--- config.mk ---
export PLATFORM = sky130hd
export DESIGN_NAME = prog_clock_divider
export DESIGN_NICKNAME = d
export VERILOG_FILES = /design/src/rtl/prog_clock_divider_pkg.sv /design/src/rtl/prog_clock_divider_channel.sv /design/src/rtl/prog_clock_divider.sv
export SDC_FILE = /design/constraint.sdc
export NUM_CORES = 1
export LEC_CHECK = 0
export CAP_MARGIN = 5
export CORE_UTILIZATION = 50
export CTS_CLUSTER_DIAMETER = 100
export DETAILED_ROUTE_END_ITERATION = 8
export HOLD_SLACK_MARGIN = 0.12
export PLACE_DENSITY = 0.69
export REMOVE_ABC_BUFFERS = 1
export SLEW_MARGIN = 40
export SYNTH_ARGS = -nofsm -noshare
export SYNTH_HDL_FRONTEND = slang
export SYNTH_SLANG_ARGS = --single-unit
--- constraint.sdc ---
create_clock -name clk -period 8.7 [get_ports clk]
set_input_delay 1.74 -clock clk [delete_from_list [all_inputs] [get_ports clk]]
set_output_delay 1.74 -clock clk [all_outputs]
set_load 0.01 [all_outputs]
--- src/rtl/prog_clock_divider_pkg.sv ---
// prog_clock_divider_pkg
// Shared constants and helpers for the programmable clock divider.
//   DIV_DEFAULT : half-period loaded into every channel at reset
//   clamp_div   : maps a requested half-period of 0 to 1 (0 is not a
//                 meaningful divisor; 1 gives clk/2)
package prog_clock_divider_pkg;

    localparam int unsigned DIV_DEFAULT = 16;

    function automatic int unsigned clamp_div(input int unsigned d);
        return (d == 0) ? 1 : d;
    endfunction

endpackage

--- src/rtl/prog_clock_divider_channel.sv ---
// divider_channel
// One channel of the programmable divider: 50%-duty output with period
// 2*active_div, a one-cycle tick on every toggle, and a shadow divisor
// that is only applied at the end of a full period (high->low toggle)
// or on sync, so a ratio change never produces a runt pulse.
// Ports:
//   clk, rst      : clock, asynchronous active-high reset
//   en            : count enable (low freezes count/out, tick forced low)
//   sync          : restart at out=0, count=0; applies any new divisor
//   load          : capture div_in (clamped) into the shadow register
//   div_in        : requested half-period
//   out, tick     : divided clock and toggle strobe (registered)
//   pending       : shadow value waiting to be applied
module divider_channel
    import prog_clock_divider_pkg::*;
#(
    parameter int BITS        = 8,
    parameter int DEFAULT_DIV = 16
) (
    input  logic            clk,
    input  logic            rst,
    input  logic            en,
    input  logic            sync,
    input  logic            load,
    input  logic [BITS-1:0] div_in,
    output logic            out,
    output logic            tick,
    output logic            pending
);

    logic [BITS-1:0] count_reg, count_next;
    logic [BITS-1:0] active_div_reg, active_div_next;
    logic [BITS-1:0] shadow_reg, shadow_next;
    logic            pending_reg, pending_next;
    logic            out_reg, out_next;
    logic            tick_reg, tick_next;

    logic [BITS-1:0] div_clamped;
    logic            boundary;

    assign div_clamped = BITS'(clamp_div(32'(div_in)));
    assign boundary    = (count_reg == active_div_reg - BITS'(1));

    always_comb begin
        count_next      = count_reg;
        active_div_next = active_div_reg;
        shadow_next     = shadow_reg;
        pending_next    = pending_reg;
        out_next        = out_reg;
        tick_next       = 1'b0;

        if (sync) begin
            count_next = '0;
            out_next   = 1'b0;
            // A load in the sync cycle is newer than any waiting shadow.
            if (load) begin
                active_div_next = div_clamped;
                pending_next    = 1'b0;
            end else if (pending_reg) begin
                active_div_next = shadow_reg;
                pending_next    = 1'b0;
            end
        end else if (en) begin
            if (boundary) begin
                count_next = '0;
                out_next   = ~out_reg;
                tick_next  = 1'b1;
                // Only a high->low toggle closes a full period.
                if (out_reg && pending_reg) begin
                    active_div_next = shadow_reg;
                    pending_next    = 1'b0;
                end
            end else begin
                count_next = count_reg + BITS'(1);
            end
        end

        // Capture after the boundary decision so a colliding load stays
        // pending for the next period instead of being applied now.
        if (load) begin
            shadow_next = div_clamped;
            if (!sync) begin
                pending_next = 1'b1;
            end
        end
    end

    always_ff @(posedge clk or posedge rst) begin
        if (rst) begin
            count_reg      <= '0;
            active_div_reg <= BITS'(DEFAULT_DIV);
            shadow_reg     <= '0;
            pending_reg    <= 1'b0;
            out_reg        <= 1'b0;
            tick_reg       <= 1'b0;
        end else begin
            count_reg      <= count_next;
            active_div_reg <= active_div_next;
            shadow_reg     <= shadow_next;
            pending_reg    <= pending_next;
            out_reg        <= out_next;
            tick_reg       <= tick_next;
        end
    end

    assign out     = out_reg;
    assign tick    = tick_reg;
    assign pending = pending_reg;

endmodule

--- src/rtl/prog_clock_divider.sv ---
// prog_clock_divider
// Multi-channel runtime-programmable clock divider. Each channel makes a
// 50%-duty clock with period 2*DIV and a tick on every toggle; DIV is
// reloaded through a per-channel shadow register. A global sync restarts
// all channels phase-aligned.
// Ports:
//   clk, rst : clock, asynchronous active-high reset
//   en       : global count enable
//   sync     : aligned restart of all channels
//   load     : per-channel capture strobe for div_in
//   div_in   : new half-period, shared by all channels
//   out      : divided clocks
//   tick     : one-cycle pulse when the matching out toggles
//   pending  : a shadow divisor is waiting to be applied
module prog_clock_divider
    import prog_clock_divider_pkg::*;
#(
    parameter int BITS        = 8,
    parameter int CHANNELS    = 2,
    parameter int DEFAULT_DIV = DIV_DEFAULT
) (
    input  logic                clk,
    input  logic                rst,
    input  logic                en,
    input  logic                sync,
    input  logic [CHANNELS-1:0] load,
    input  logic [BITS-1:0]     div_in,
    output logic [CHANNELS-1:0] out,
    output logic [CHANNELS-1:0] tick,
    output logic [CHANNELS-1:0] pending
);

    generate
        for (genvar gi = 0; gi < CHANNELS; gi++) begin : g_chan
            divider_channel #(
                .BITS        (BITS),
                .DEFAULT_DIV (DEFAULT_DIV)
            ) u_chan (
                .clk     (clk),
                .rst     (rst),
                .en      (en),
                .sync    (sync),
                .load    (load[gi]),
                .div_in  (div_in),
                .out     (out[gi]),
                .tick    (tick[gi]),
                .pending (pending[gi])
            );
        end
    endgenerate

endmodule
Word level (Yosys, flattened, before mapping)

Cells that the tools add are included.
Widths: inputs -> output; s select.

RAM bits: 0
Memory bits (read-only): 0
Latch bits: 0
Bits in registers: 54
Word-level logic and storage cells: 77
Memories kept: 0

Reduce and logical (&&, ||, !) cells: 12
Bitwise operators: 2
Multipliers: 0
Multiplexer cells: 43
Eq/ne operators: 4
Divide/modulo/power cells: 0
$lt $le $gt $ge: 0
Shifts and indexed selects: 0
Add/subtract/negate cells: 4

Operator list:

| kind                | count |
|---|---|
| $mux 8              | 19 |
| $mux 1              | 24 |
| $add 8x1->8 const B | 2 |
| $eq 8x8->1          | 2 |
| $sub 8x1->8 const B | 2 |
| $reduce_bool 2->1   | 5 |
| $logic_not 8->1     | 1 |
| $reduce_and 4->1    | 2 |
| $ne 3x1->1 const B  | 2 |
| $reduce_and 2->1    | 2 |
| $logic_and 1x1->1   | 2 |
| $not 1->1           | 2 |

Longest topological paths before layout

Depth after elaboration: 7
Depth in mapped cells: 10
Depth with buffers taken out: 8

Hierarchy

Synthesis repeated with hierarchy kept, for this count alone.

Cell total of the unflattened synthesis: 266
Area total of the unflattened synthesis: 2,955.3 µm²

Modules (own cells, without submodules):

| module          | area an instance (µm²) | instances | cells each |
|---|---|---|---|
| divider_channel | 1,477.7                | 2         | 133 |

Least setup slack after synthesis

Ideal clock, no wire load.

Path kind: input to register
Start: input port en
End: register g_chan[0].u_chan.count_reg[3]
Buffers on the path: 2
Cell stages on the path: 6
Slack: 5,832 ps
Arrival: 2,786 ps
Data required time: 8,618 ps
Cell sequence: clkbuf_1 > inv_1 > nor2_1 > clkbuf_1 > nand2_1 > o22ai_1

Word-level cells in the longest chain between the ends: 1

Ends and longest elaborated chain:

| item                               | line                             | source |
|---|---|---|
| start, declared                    | prog_clock_divider.sv:24         | `input logic en,` |
| $reduce_bool 2->1 (no source line) | --                               |  |
| end signal, assigned               | prog_clock_divider_channel.sv:97 | `count_reg <= count_next;` |
| end, declared                      | prog_clock_divider_channel.sv:31 | `logic [BITS-1:0] count_reg, count_next;` |

Every way passes these cells.
A chain may end at the register's enable or synchronous reset.

Final worst setup path

Start: register g_chan[1].u_chan.pending_reg
End: output port pending[1]

RTL lines:

| item                   | line                              | source |
|---|---|---|
| start, declared        | prog_clock_divider_channel.sv:34  | `logic pending_reg, pending_next;` |
| start signal, assigned | prog_clock_divider_channel.sv:100 | `pending_reg <= pending_next;` |
| end, declared          | prog_clock_divider.sv:30          | `output logic [CHANNELS-1:0] pending` |

No word-level cell between the ends.

==> metrics list <==
- Final design utilization: 0.562
- The tightest hold path in the finished design has a slack of 0.513 ns.
* Clock-pin transition on the worst setup and hold timing paths: 0.10 ns
* Synth Instances: 348
- Critical path arrival: between 1.5 and 2 ns
- The die covers 7070 µm².
* Seq cells post-synth: 54
- For this design the total switching power over the nets is 0.000174 W.
- Die Span X: 84.1 µm
- # resized after CTS: 0
* All-Layer GR Usage: 0.211
- Critical-path maximum fanout: 19
- During placement, the flow inserted port buffers numbering 19.
- Vias after detailed routing: 2611
- FILL cells: 571
- Max-Slew Margin vs Limit: 0.483
- Clock Tree Buf Depth: 2
- Fraction of registers with async set or reset after synthesis: 1.00
- Final std cell area, no fill: 3610 µm²
- Highest Clock Rate: 280 MHz
- Ordered list of cells on the worst path: clkdlybuf4s50_1
* Combinational share of power: 0.224
* Most common library cell in the layout ignoring fill and taps: sky130_fd_sc_hd__dfrtp_1
* Antenna violation net count after detailed routing: 0
- IR drop worst, VDD: slightly below 0.00008 V
* Routed wirelength normalized by instance count: 15.9 µm
- Max Cap Viol: 0
- Highest-delay cell along the critical path: sky130_fd_sc_hd__dfrtp_1
* Antenna violations before repair: 0
* Aggregate global routing overflow: 0
- CTS built an H-tree with a depth of 2.
- Number of clock sinks: 54
* Sequential power share: 0.537
- Top Ports: 20
- Number of endpoints with negative hold slack in the final report: 0
* Maximum number of pins on one net before global-route repair: 55
- Synthesis-to-finish area growth: 7.06%
- Dividing the detail-routed via count by the number of cells gives 6.14.
- Top Family by Delay on Critical Path: flip-flops
- DRC viols: 4
- Setup violations remaining at the end of the flow were counted as 0.
- Clk_skew: between 0.007 and 0.008 ns
- Root Driver: sky130_fd_sc_hd__clkbuf_8
- The repair_antennas step left the layout with diodes totalling 0.
* Routability congestion estimate from global placement: 0.799
* Worst slew pin tran: a little under 0.8 ns
* Number of buffer and inverter stages on the critical path: 1
* Standard-cell row count: 29
* Type of element capturing the critical path: primary output
* Slew Viols, Final: 0
- Across all setup checks in the final design, the least slack found is 5.13 ns.
- Startpoint type of the worst setup path: flop
* Via count of the first global-routing pass: 2411
- The first global-routing pass estimated approximately 12000 µm of wire.
- The final layout contains routed wiring with a total length of between 6000 and 7000 µm.
- Clk network pwr share: 0.239
- The first TritonRoute pass finished after 6 iterations.
- Effective utilization at floorplan: 0.525
- In this run the power density over the cells is approximately 160 nW/µm².
- Number of clock buffers inserted by TritonCTS: 5
- OpenSTA, run right after detailed placement, puts the worst setup slack at 4.89 ns.
- Number of buffers inserted to repair setup after CTS: 0
- CP Class: flop to primary output
- The min-delay analysis places its worst path in the category flop to flop.
* Aggregate negative setup slack: 0 ns
* Final critical-path share of the clock period: 0.411
- The wire-length estimate of the detail-placed layout is 4780 µm.
* Insertion delay of the later-clocked pin in the worst-skew pair: 0.30 ns
- For this design the static power due to leakage is approximately 1.4 nW.
* Setup repair after global routing missed its margin: no
* Min cycle time layout: about 3.6 ns
* Leading cell types in the layout, fill and taps excluded: sky130_fd_sc_hd__dfrtp_1 (52), sky130_fd_sc_hd__nand2_1 (23), sky130_fd_sc_hd__inv_1 (20)
* EDFF count, synth: 0
- Largest stage delay on the critical path: about 0.86 ns
- The first routing iteration left 148 violations.
- Number of nets in the layout: 366
* Quantity of hold-fixing buffers added after cts: 0
* Post-synth cell types: between 50 and 60
- The run finished, with violations left.
- Switching part of the total power: 0.305
* Netlist area before placement: 3370 µm²
- In the final layout, the share of cells above drive strength 1 is 0.124.
* Required time worst endpoint: 6.96 ns
* Dpl cell area: 3520 µm²
- Violated checks: design-rule violations
* Core Area: 6420 µm²
* Mapped Avg Cell Area: 9.68 µm²
- Internal power: 0.000397 W
- Ys flop type: sky130_fd_sc_hd__dfrtp_1
- Yosys warns: 0
- Share of synthesized area occupied by flip-flops and latches: 0.402
- CTS tree: done
- From bottom edge to top edge, the die measures 84.1 µm.
[stage by stage]
| stage | std cells | power (W) |
|---|---|---|
| CTS | 425 | 0.000578 |
| floorplan | 320 | 0.000401 |
| global placement | 418 | 0.000436 |
| detailed placement | 418 | 0.000440 |
| global route | 425 | 0.000607 |
| finish | 425 | 0.000571 |
[power groups by stage]
stage	logic [W]	clock network (W)	registers (W)
after CTS	0.000129	0.000142	0.000306
after floorplan	0.0000991	0	0.000302
after detailed placement	0.000128	0	0.000312
after global routing	0.000143	0.000151	0.000312
final	0.000128	0.000136	0.000307
after global placement	0.000126	0	0.000310
[area by class of cell]
| type | count | area, µm² | share of cell area |
|---|---|---|---|
| clock inverters | 2 | 13.8 | 0.00382 |
| flip-flops and latches | 54 | 1350 | 0.375 |
| repair buffers | 21 | 205 | 0.0569 |
| multi-input cells | 245 | 1790 | 0.496 |
| inverters | 21 | 78.8 | 0.0219 |
| well taps | 77 | 96.3 | 0.0267 |
| clock buffers | 5 | 68.8 | 0.0191 |
[final timing paths]
kind	start	to	slack (ns)	cells after the start
max	g_chan[1].u_chan.pending	pending[1]	5.13	1
min	g_chan[0].u_chan.shadow_reg[1]	g_chan[0].u_chan.shadow_reg[1]	0.51	1
max reg2reg	g_chan[0].u_chan.active_div_reg[0]	g_chan[0].u_chan.active_div_reg[3]	5.49	8
min reg2reg	g_chan[0].u_chan.shadow_reg[1]	g_chan[0].u_chan.shadow_reg[1]	0.51	1
max in group asynchronous	rst	g_chan[1].u_chan.count_reg[1]	6.31	3
min in group asynchronous	rst	g_chan[1].u_chan.out	1.94	3
[routing by layer]
metal  part of all wire  GRT usage  vias up
met5                  0          0        -
met4              0.021     0.0784        0
met3              0.035     0.0465       15
met2               0.43      0.302       51
met1               0.51      0.313     1265
li1                   -          -     1280
[Yosys cell counts (all sizes together) (6+ instances only)]
master,instances,area share
o22ai,12,0.022
nand2,23,0.026
o21ai,11,0.017
dfrtp,52,0.39
buf,14,0.029
nand2b,6,0.011
and3,6,0.011
mux2i,12,0.036
nor2,19,0.021
a211oi,8,0.021
o21a,9,0.020
o22a,8,0.021
xnor2,15,0.039
a221o,9,0.027
o211ai,6,0.016
a21oi,10,0.015
mux2,14,0.047
nor4,7,0.013
nand3,6,0.0089
clkbuf,14,0.016
inv,21,0.023
[kinds of logic after synthesis]
group / Yosys count / synth area share
buf+inv: 49 / 0.0676
simple gates: 103 / 0.170
xor+xnor: 16 / 0.0416
mux: 26 / 0.0824
compound gates: 96 / 0.221
fa+ha+maj: 4 / 0.0149
flops: 54 / 0.402
Note: power is estimated with default switching activity, not from simulation.
